`src/rtl/piso_pkg.sv`:
```
// piso_pkg: state encoding, default parameters and counter sizing shared by the PISO transmitter.
// Macro PISO_PARITY_EN adds the PARITY state.
package piso_pkg;
    localparam int DEF_WIDTH      = 4;
    localparam int DEF_BIT_CYCLES = 1;
`ifdef PISO_PARITY_EN
    typedef enum logic [1:0] {IDLE, SHIFT, DONE, PARITY} state_t;
`else
    typedef enum logic [1:0] {IDLE, SHIFT, DONE} state_t;
`endif
    function automatic int hold_bits(input int cycles);
        return cycles > 1 ? $clog2(cycles) : 1;
    endfunction
endpackage

```
`src/rtl/piso_tx_ctrl_if.sv`:
```
// piso_tx_ctrl_if: valid/ready word handshake plus serial frame outputs of the PISO transmitter.
interface piso_tx_ctrl_if import piso_pkg::*; #(parameter int P_WIDTH = DEF_WIDTH);
    logic               i_valid;
    logic               o_ready;
    logic [P_WIDTH-1:0] i_data;
    logic               o_serial_out;
    logic               o_frame;
    logic               o_done;
    modport master (output i_valid, i_data, input o_ready, o_serial_out, o_frame, o_done);
    modport slave  (input i_valid, i_data, output o_ready, o_serial_out, o_frame, o_done);
endinterface

```
`src/rtl/piso_shifter.sv`:
```
// piso_shifter: parallel-load left shift register presenting its MSB.
module piso_shifter import piso_pkg::*; #(
    parameter int P_WIDTH = DEF_WIDTH
) (
    input  logic               i_clk,
    input  logic               i_rst,
    input  logic               i_load,
    input  logic               i_shift,
    input  logic [P_WIDTH-1:0] i_data,
    output logic               o_msb
);
    logic [P_WIDTH-1:0] sr_q, sr_d;
    always_comb sr_d = i_load ? i_data : i_shift ? {sr_q[P_WIDTH-2:0], 1'b0} : sr_q;
    always_ff @(posedge i_clk or negedge i_rst) begin
        if (!i_rst) sr_q <= '0;
        else        sr_q <= sr_d;
    end
    assign o_msb = sr_q[P_WIDTH-1];
endmodule

```
`src/rtl/piso_tx_ctrl.sv`:
```
// piso_tx_ctrl: accepts a word on valid/ready and sends it MSB first, each bit held P_BIT_CYCLES.
// Macro PISO_PARITY_EN appends an even-parity bit after the LSB.
module piso_tx_ctrl import piso_pkg::*; #(
    parameter int P_WIDTH      = DEF_WIDTH,
    parameter int P_BIT_CYCLES = DEF_BIT_CYCLES
) (
    input  logic          i_clk,
    input  logic          i_rst,
    piso_tx_ctrl_if.slave bus
);
    localparam int BW = $clog2(P_WIDTH + 1);
    localparam int HW = hold_bits(P_BIT_CYCLES);
    localparam logic [BW-1:0] LAST_BIT  = BW'(P_WIDTH - 1);
    localparam logic [HW-1:0] LAST_HOLD = HW'(P_BIT_CYCLES - 1);
    state_t        state_q;
    logic [BW-1:0] bit_q;
    logic [HW-1:0] hold_q;
    logic          ready_q, frame_q, done_q, msb, take, hold_end, shift;
    assign take     = state_q == IDLE && bus.i_valid;
    assign hold_end = hold_q == LAST_HOLD;
    assign shift    = state_q == SHIFT && hold_end && bit_q != '0;
    piso_shifter #(.P_WIDTH(P_WIDTH)) u_shifter (
        .i_clk  (i_clk),
        .i_rst  (i_rst),
        .i_load (take),
        .i_shift(shift),
        .i_data (bus.i_data),
        .o_msb  (msb)
    );
`ifdef PISO_PARITY_EN
    logic par_q;
    always_ff @(posedge i_clk or negedge i_rst) begin
        if (!i_rst)    par_q <= 1'b0;
        else if (take) par_q <= ^bus.i_data;
    end
    assign bus.o_serial_out = frame_q & (state_q == PARITY ? par_q : msb);
`else
    assign bus.o_serial_out = frame_q & msb;
`endif
    // bit_q counts bits still to send after the current one; hold_q counts cycles within a bit
    always_ff @(posedge i_clk or negedge i_rst) begin
        if (!i_rst) begin
            state_q <= IDLE;
            bit_q   <= '0;
            hold_q  <= '0;
            ready_q <= 1'b1;
            frame_q <= 1'b0;
            done_q  <= 1'b0;
        end else begin
            case (state_q)
                IDLE: if (bus.i_valid) begin
                    state_q <= SHIFT;
                    bit_q   <= LAST_BIT;
                    hold_q  <= '0;
                    ready_q <= 1'b0;
                    frame_q <= 1'b1;
                end
                SHIFT: if (!hold_end) hold_q <= hold_q + 1'b1;
                else begin
                    hold_q <= '0;
                    if (bit_q != '0) bit_q <= bit_q - 1'b1;
                    else begin
`ifdef PISO_PARITY_EN
                        state_q <= PARITY;
`else
                        state_q <= DONE;
                        frame_q <= 1'b0;
                        done_q  <= 1'b1;
`endif
                    end
                end
`ifdef PISO_PARITY_EN
                PARITY: if (!hold_end) hold_q <= hold_q + 1'b1;
                else begin
                    hold_q  <= '0;
                    state_q <= DONE;
                    frame_q <= 1'b0;
                    done_q  <= 1'b1;
                end
`endif
                DONE: begin
                    state_q <= IDLE;
                    done_q  <= 1'b0;
                    ready_q <= 1'b1;
                end
                default: state_q <= IDLE;
            endcase
        end
    end
    assign bus.o_ready = ready_q;
    assign bus.o_frame = frame_q;
    assign bus.o_done  = done_q;
endmodule

```
`src/flat_wrapper.sv`:
```
// flat-port wrapper written by rule: the top's interface ports become plain ports
module piso_tx_ctrl_flat import piso_pkg::*;
#(
    parameter int P_WIDTH      = DEF_WIDTH,
    parameter int P_BIT_CYCLES = DEF_BIT_CYCLES
)
  (i_clk, i_rst, bus_i_valid, bus_i_data, bus_o_ready, bus_o_serial_out, bus_o_frame, bus_o_done);
  piso_tx_ctrl_if #(.P_WIDTH(P_WIDTH)) bus_i ();
  input  logic i_clk;
  input  logic i_rst;
  input wire logic [$bits(bus_i.i_valid)-1:0] bus_i_valid;
  input wire logic [$bits(bus_i.i_data)-1:0] bus_i_data;
  output wire logic [$bits(bus_i.o_ready)-1:0] bus_o_ready;
  output wire logic [$bits(bus_i.o_serial_out)-1:0] bus_o_serial_out;
  output wire logic [$bits(bus_i.o_frame)-1:0] bus_o_frame;
  output wire logic [$bits(bus_i.o_done)-1:0] bus_o_done;
  assign bus_i.i_valid = bus_i_valid;
  assign bus_i.i_data = bus_i_data;
  assign bus_o_ready = bus_i.o_ready;
  assign bus_o_serial_out = bus_i.o_serial_out;
  assign bus_o_frame = bus_i.o_frame;
  assign bus_o_done = bus_i.o_done;
  piso_tx_ctrl #(.P_WIDTH(P_WIDTH), .P_BIT_CYCLES(P_BIT_CYCLES)) u_core (.i_clk(i_clk), .i_rst(i_rst), .bus(bus_i));
endmodule
```
`config.mk`:
```
export PLATFORM = sky130hd
export DESIGN_NAME = piso_tx_ctrl_flat
export DESIGN_NICKNAME = d
export VERILOG_FILES = /design/src/rtl/piso_pkg.sv /design/src/rtl/piso_tx_ctrl_if.sv /design/src/rtl/piso_shifter.sv /design/src/rtl/piso_tx_ctrl.sv /design/src/flat_wrapper.sv
export SDC_FILE = /design/constraint.sdc
export NUM_CORES = 1
export LEC_CHECK = 0
export ABC_AREA = 1
export CORE_AREA = 2 2 39 41
export CTS_BUF_LIST = sky130_fd_sc_hd__clkbuf_16
export DETAILED_ROUTE_END_ITERATION = 10
export DIE_AREA = 0 0 41 43
export GPL_TIMING_DRIVEN = 0
export HOLD_SLACK_MARGIN = 0.12
export PLACE_DENSITY = 0.82
export SLEW_MARGIN = 20
export SYNTH_ARGS = -nofsm -noshare
export SYNTH_HDL_FRONTEND = slang
export SYNTH_SLANG_ARGS = --single-unit
```
`constraint.sdc`:
```
create_clock -name i_clk -period 1.4 [get_ports i_clk]
set_input_delay 0.42 -clock i_clk [delete_from_list [all_inputs] [get_ports i_clk]]
set_output_delay 0.42 -clock i_clk [all_outputs]
set_load 0.01 [all_outputs]
```
==> impl_metrics.py, run 1 <==
metrics = {
    "placed_design": {
        "dp_hpwl_um": 763.1,
        "port_buffers": 10,
        "pre_cts_ws_ps": -64.63,
        "place.gp.congestion": 0.7448,
        "dpl_cell_area_um2": 732.0,
        "place_inst": 93,
    },
    "floorplan": {
        "fp-row-count": 14,
        "die_h_um": 43,
        "die_x_um": 41,
        "ios": 11,
        "core_um2": 1384,
        "dieArea_um2": 1763,
        "start_util_pct": 44.21,
    },
    "global_routing": {
        "gr-total-overflow": 0,
        "grt_max_degree": 13,
        "grt_pass1_vias": 443,
        "antenna_found_initial": 0,
        "grtUsageTotal_pct": 16.46,
        "grt_pass1_wl_um": 1918,
    },
    "sta": {
        "finalSetupViolations": 0,
        "post-route-period-util_pct": 96.59,
        "clock_skew_ps": 1.432,
        "setup_ws_ps": 47.79,
        "worstMarginPinSlew_ps": 549.5,
        "max_clock_freq_ghz": 0.7395,
        "drv_slew": 0,
        "fin_crit_ps": 1352,
        "maxSlewHeadroom_pct": 63.25,
        "grt_setup_unrepaired": "false",
        "hold_violations": 0,
    },
    "run": {
        "drv_cap": 0,
    },
    "clock_tree": {
        "cts_tree": "done",
        "clock-sinks": 12,
        "cts_buffers": 3,
        "cts_root_buffer": "clkbuf_16",
        "path_clk_slew_ps": 50,
        "cts_hold_buf": 0,
        "clock_latency_ps": 240,
        "h-tree-depth": 1,
        "ctsLongestPathBuffers": 2,
    },
    "logic_synthesis": {
        "syn-cell-area_um2": 611.8,
        "syn-mean-instance-area_um2": 9.132,
        "ys_seq_elements": 12,
        "yosysWarningCount": 0,
        "yosysUniqueCellTypes": 17,
        "yosysSeqAreaShare_pct": 49.28,
        "synth_nets": 76,
        "postSynthCellCount": 67,
    },
    "route": {
        "finalWirelength_um": 1109,
        "drcViolationCount": 0,
        "via_per_inst": 4.806,
        "drt_first_pass_iters": 4,
        "drtIter0Drc": 4,
        "routedWlPerCell_um": 11.32,
        "vias": 471,
        "final_antenna_net_count": 0,
    },
    "pwr": {
        "p_sw_mw": 0.8032,
        "p_sw_share_pct": 39.49,
        "powerDensity_nw_per_um2": 2508,
        "p_int_mw": 1.231,
        "ir_drop_v": 0.0008949,
        "seqPwrFrac_pct": 30.2,
        "pwr-share-comb_pct": 43.8,
        "leakagePower_nw": 0.4229,
        "total_power_mw": 2.034,
        "clkPwrFrac_pct": 26.0,
    },
    "cells_and_area": {
        "diodes": 0,
        "fin_util_pct": 58.59,
        "fin_nets": 92,
        "stdcell_count": 98,
        "syn2layout_area_growth_pct": 32.52,
        "post_route_cells_drive_above_1_share_pct": 21.95,
        "final_area_um2": 810.8,
        "final_common_cell": "nand2_1",
        "final_cell_mix": "nand2_1 (19), dfrtp_1 (11), inv_1 (9)",
    },
    "worst_hold_path": {
        "worstHoldPathCells": 2,
        "worstHoldPathType": "reg2reg",
    },
    "worst_setup_path": {
        "required_ps": 980,
        "worstSetupStartpointType": "register",
        "path_max_fanout": 3,
        "reg2reg_slack_ps": 170,
        "cp.arrival_ps": 930,
        "ff2ff_path_depth": 7,
        "path_class": "reg2out",
        "cp-end-kind": "primary output",
    },
    "run_status": {
        "outcome": "completed",
    },
}
[worst max-delay path, cell delays in order, from the launching register on]
cell and delay [ps]:
dfrtp_1 380, nand2_1 70, inv_1 30, clkdlybuf4s15_1 210
[flip-flops by register name, indices dropped and copies added, names as in the netlist]
register	cells
u_core.u_shifter.sr_q	4
u_core.state_q	2
u_core.bus.o_ready	1
u_core.bus.o_frame	1
u_core.bus.o_done	1
u_core.bit_q	3
[metrics by stage]
step	TNS (ps)	hold WS (ps)
after floorplan	0	124.4
after global placement	-183.8	481.2
after detailed placement	-324.6	488.1
after CTS	0	496.3
after global routing	0	514.8
final	0	489.7
[power groups by stage]
stage / logic (mW) / registers [mW] / clock network, mW
detailed placement: 0.905 / 0.620 / 0
global route: 1.01 / 0.633 / 0.561
floorplan: 0.663 / 0.618 / 0
global placement: 0.871 / 0.612 / 0
finish: 0.891 / 0.614 / 0.530
CTS: 0.909 / 0.615 / 0.531
[layer usage]
metal	GRT usage (%)	up-vias	share of wire [%]
met3	3.141	2	5.7
met2	25.00	17	50
met4	8.000	0	0.81
met5	0	-	0
li1	-	235	-
met1	21.40	217	44
[kinds of logic (layout without fill, tap and decap cells)]
family,after synthesis,in the layout,share of synthesized area (%)
DFF,12,12,49.28
adders and majority gates,2,2,4.089
and+or+nand+nor,38,38,34.56
AOI/OAI and AO/OA,4,4,4.498
xor gates and xnor gates,1,1,1.432
buffers and inverters,10,25,6.134
[area by class of cell]
| class | instances | area, um2 |
|---|---|---|
| Clock inverter | 1 | 3.754 |
| Sequential cell | 12 | 301.5 |
| Inverter | 10 | 37.54 |
| Tap cell | 16 | 20.02 |
| Fill cell | 133 | 573.1 |
| Timing Repair Buffer | 11 | 100.1 |
| Clock buffer | 3 | 75.07 |
| Multi-Input combinational cell | 45 | 272.8 |
[cell usage after synthesis]
library cell   n  area share, %
nand3_1        7            5.7
nand2_1       19             12
o21ai_0        1           0.82
a21oi_1        1           0.82
dfrtp_1       11             45
nand3b_1       1            1.2
nand2_4        2            3.7
dfstp_2        1            4.3
nor2_4         2            3.7
o21ai_2        2            2.9
nor2_1         2            1.2
xor2_1         1            1.4
inv_2          1           0.61
ha_1           2            4.1
nor2_2         4            4.1
inv_1          9            5.5
nand2_8        1            3.3
[worst paths after layout]
check / end / from
hold reg to reg: u_core.bus.o_done / u_core.bus.o_done
setup / recovery: bus_o_serial_out / u_core.bus.o_frame
max in group asynchronous: u_core.bus.o_ready / i_rst
hold / removal: u_core.bus.o_done / u_core.bus.o_done
min in group asynchronous: u_core.state_q[1] / i_rst
setup reg to reg: u_core.bit_q[0] / u_core.bit_q[0]
[what timing repair did]
action,4_1_cts,5_1_grt
pin swaps,0,0
endpoints found under the setup margin,4,1
buffers inserted,1,0
resized for setup,7,1
Power figures use the tool's default switching activity.
==> inputs of run 2 (changes only) <==
PLACE_DENSITY = 0.71   (was 0.82)
==> impl_metrics.py, run 2 (synthesized netlist as in run 1, its figures left out) <==
metrics = {
    "pwr": {
        "ir_drop_v": 0.001051,
        "p_int_mw": 1.211,
        "powerDensity_nw_per_um2": 2507,
        "clkPwrFrac_pct": 26.3,
        "pwr-share-comb_pct": 43.2,
        "leakagePower_nw": 0.4183,
        "p_sw_share_pct": 39.51,
        "seqPwrFrac_pct": 30.5,
        "p_sw_mw": 0.7908,
    },
    "cells_and_area": {
        "seqCellArea_um2": 301.5,
        "diodes": 0,
        "final_common_cell": "nand2_1",
        "fillers": 123,
        "reg_top3": "u_core.u_shifter.sr_q x4, u_core.bit_q x3, u_core.state_q x2",
        "largest_register_ffs": 4,
        "fin_nets": 91,
        "syn2layout_area_growth_pct": 30.47,
        "multiInputGateArea_um2": 272.8,
        "top_register": "u_core.u_shifter.sr_q",
        "post_route_cells_drive_above_1_share_pct": 22.22,
        "final_cell_mix": "nand2_1 (19), dfrtp_1 (11), inv_1 (9)",
    },
    "route": {
        "vias": 467,
        "drt_first_pass_iters": 4,
        "final_antenna_net_count": 0,
        "routedWlPerCell_um": 11.33,
        "drtIter0Drc": 4,
        "drcViolationCount": 0,
        "via_per_inst": 4.814,
        "finalWirelength_um": 1099,
    },
    "worst_setup_path": {
        "path_max_fanout": 3,
        "reg2reg_slack_ps": 140,
        "worstSetupStartpointType": "register",
        "worst-path-buf-inv": 1,
        "path_delay_family": "flip-flops",
        "slowest_stage": "dfrtp_1",
        "path_class": "reg2out",
        "path_cells": "dlygate4sd2_1",
        "cp-end-kind": "primary output",
        "max_stage_delay_ps": 390,
        "required_ps": 980,
        "cp.arrival_ps": 910,
    },
    "global_routing": {
        "grt_pass1_vias": 424,
        "grt_pass1_wl_um": 1821,
        "antenna_found_initial": 0,
        "grtUsageTotal_pct": 16.38,
        "gr-total-overflow": 0,
        "grt_max_degree": 13,
    },
    "clock_tree": {
        "clock_latency_ps": 240,
        "h-tree-depth": 1,
        "cts_buffers": 3,
        "cts_setup_buffers": 0,
        "ctsLongestPathBuffers": 2,
        "path_clk_slew_ps": 40,
        "cts_tree": "done",
        "cts_root_buffer": "clkbuf_16",
        "clock-sinks": 12,
    },
    "sta": {
        "clock_skew_ps": 1.452,
        "setup_ws_ps": 67.77,
        "maxSlewHeadroom_pct": 63.33,
        "finalSetupViolations": 0,
        "hold_violations": 0,
        "hold_slack_ps": 496.2,
        "fin_crit_ps": 1332,
        "drv_slew": 0,
        "grt_setup_unrepaired": "false",
        "worstMarginPinSlew_ps": 548.3,
        "post-route-period-util_pct": 95.16,
        "max_clock_freq_ghz": 0.7506,
    },
    "floorplan": {
        "fp-row-count": 14,
        "core_um2": 1384,
        "ios": 11,
        "dieArea_um2": 1763,
        "start_util_pct": 44.21,
        "die_h_um": 43,
        "die_x_um": 41,
    },
    "run": {
        "drv_cap": 0,
    },
    "run_status": {
        "outcome": "completed",
    },
    "placed_design": {
        "port_buffers": 10,
        "dp_hpwl_um": 746.3,
        "pre_cts_ws_ps": -77.68,
        "place.gp.congestion": 0.7838,
    },
    "worst_hold_path": {
        "worstHoldPathType": "reg2reg",
    },
}
run 2: cell count changes in the layout (fill, tap and decap cells not counted), sizes merged:
cell	previous run	this run
buf	2	1
clkbuf	3	4
clkdlybuf4s15	1	0
run 2: layout make-up:
type,instances,area share [%]
Timing Repair Buffer,10,10.97
Clock buffer,3,9.404
Inverter,10,4.702
Sequential cell,12,37.77
Tap cell,16,2.508
Clock inverter,1,0.4702
Multi-Input combinational cell,45,34.17
run 2: routing by layer:
metal / track usage [%] / wire [um] / vias to the layer above
li1: - / - / 238
met1: 19.80 / 475 / 212
met2: 23.44 / 538 / 12
met3: 3.141 / 36 / 5
met4: 14.00 / 49 / 0
met5: 0 / 0 / -
run 2: power by group through the flow:
stage               clock network, mW  registers (mW)  logic, mW
floorplan                           0           0.618      0.663
finish                          0.525           0.610      0.866
CTS                             0.533           0.612      0.892
global route                    0.559           0.633      0.977
detailed placement                  0           0.615      0.905
global placement                    0           0.612      0.884
run 2: path summary, 6_finish.rpt:
path / startpoint / to / cells after the start
setup / recovery: u_core.bus.o_frame / bus_o_frame / 1
hold / removal: u_core.bit_q[0] / u_core.bit_q[0] / 2
setup reg to reg: u_core.bit_q[0] / u_core.u_shifter.sr_q[3] / 7
hold reg to reg: u_core.bit_q[0] / u_core.bit_q[0] / 2
max in group asynchronous: i_rst / u_core.bus.o_ready / 1
min in group asynchronous: i_rst / u_core.u_shifter.sr_q[1] / 1
run 2: stage by stage:
stage	area (um2)	power, mW	util (%)	cells	setup TNS (ps)
final	798.3	2.001	57.69	97	0
after global routing	798.3	2.168	57.69	97	0
after CTS	809.5	2.037	58.50	97	0
after detailed placement	732.0	1.520	52.89	93	-392.8
after global placement	732.0	1.496	52.89	93	-287.9
after floorplan	611.8	1.281	-	67	0
run 2: timing repair:
action | 4_1_cts | 5_1_grt
hold buffers | 0 | 0
hold endpoints to repair | 0 | 0
setup endpoints to repair | 4 | 2
resized for setup | 7 | 2
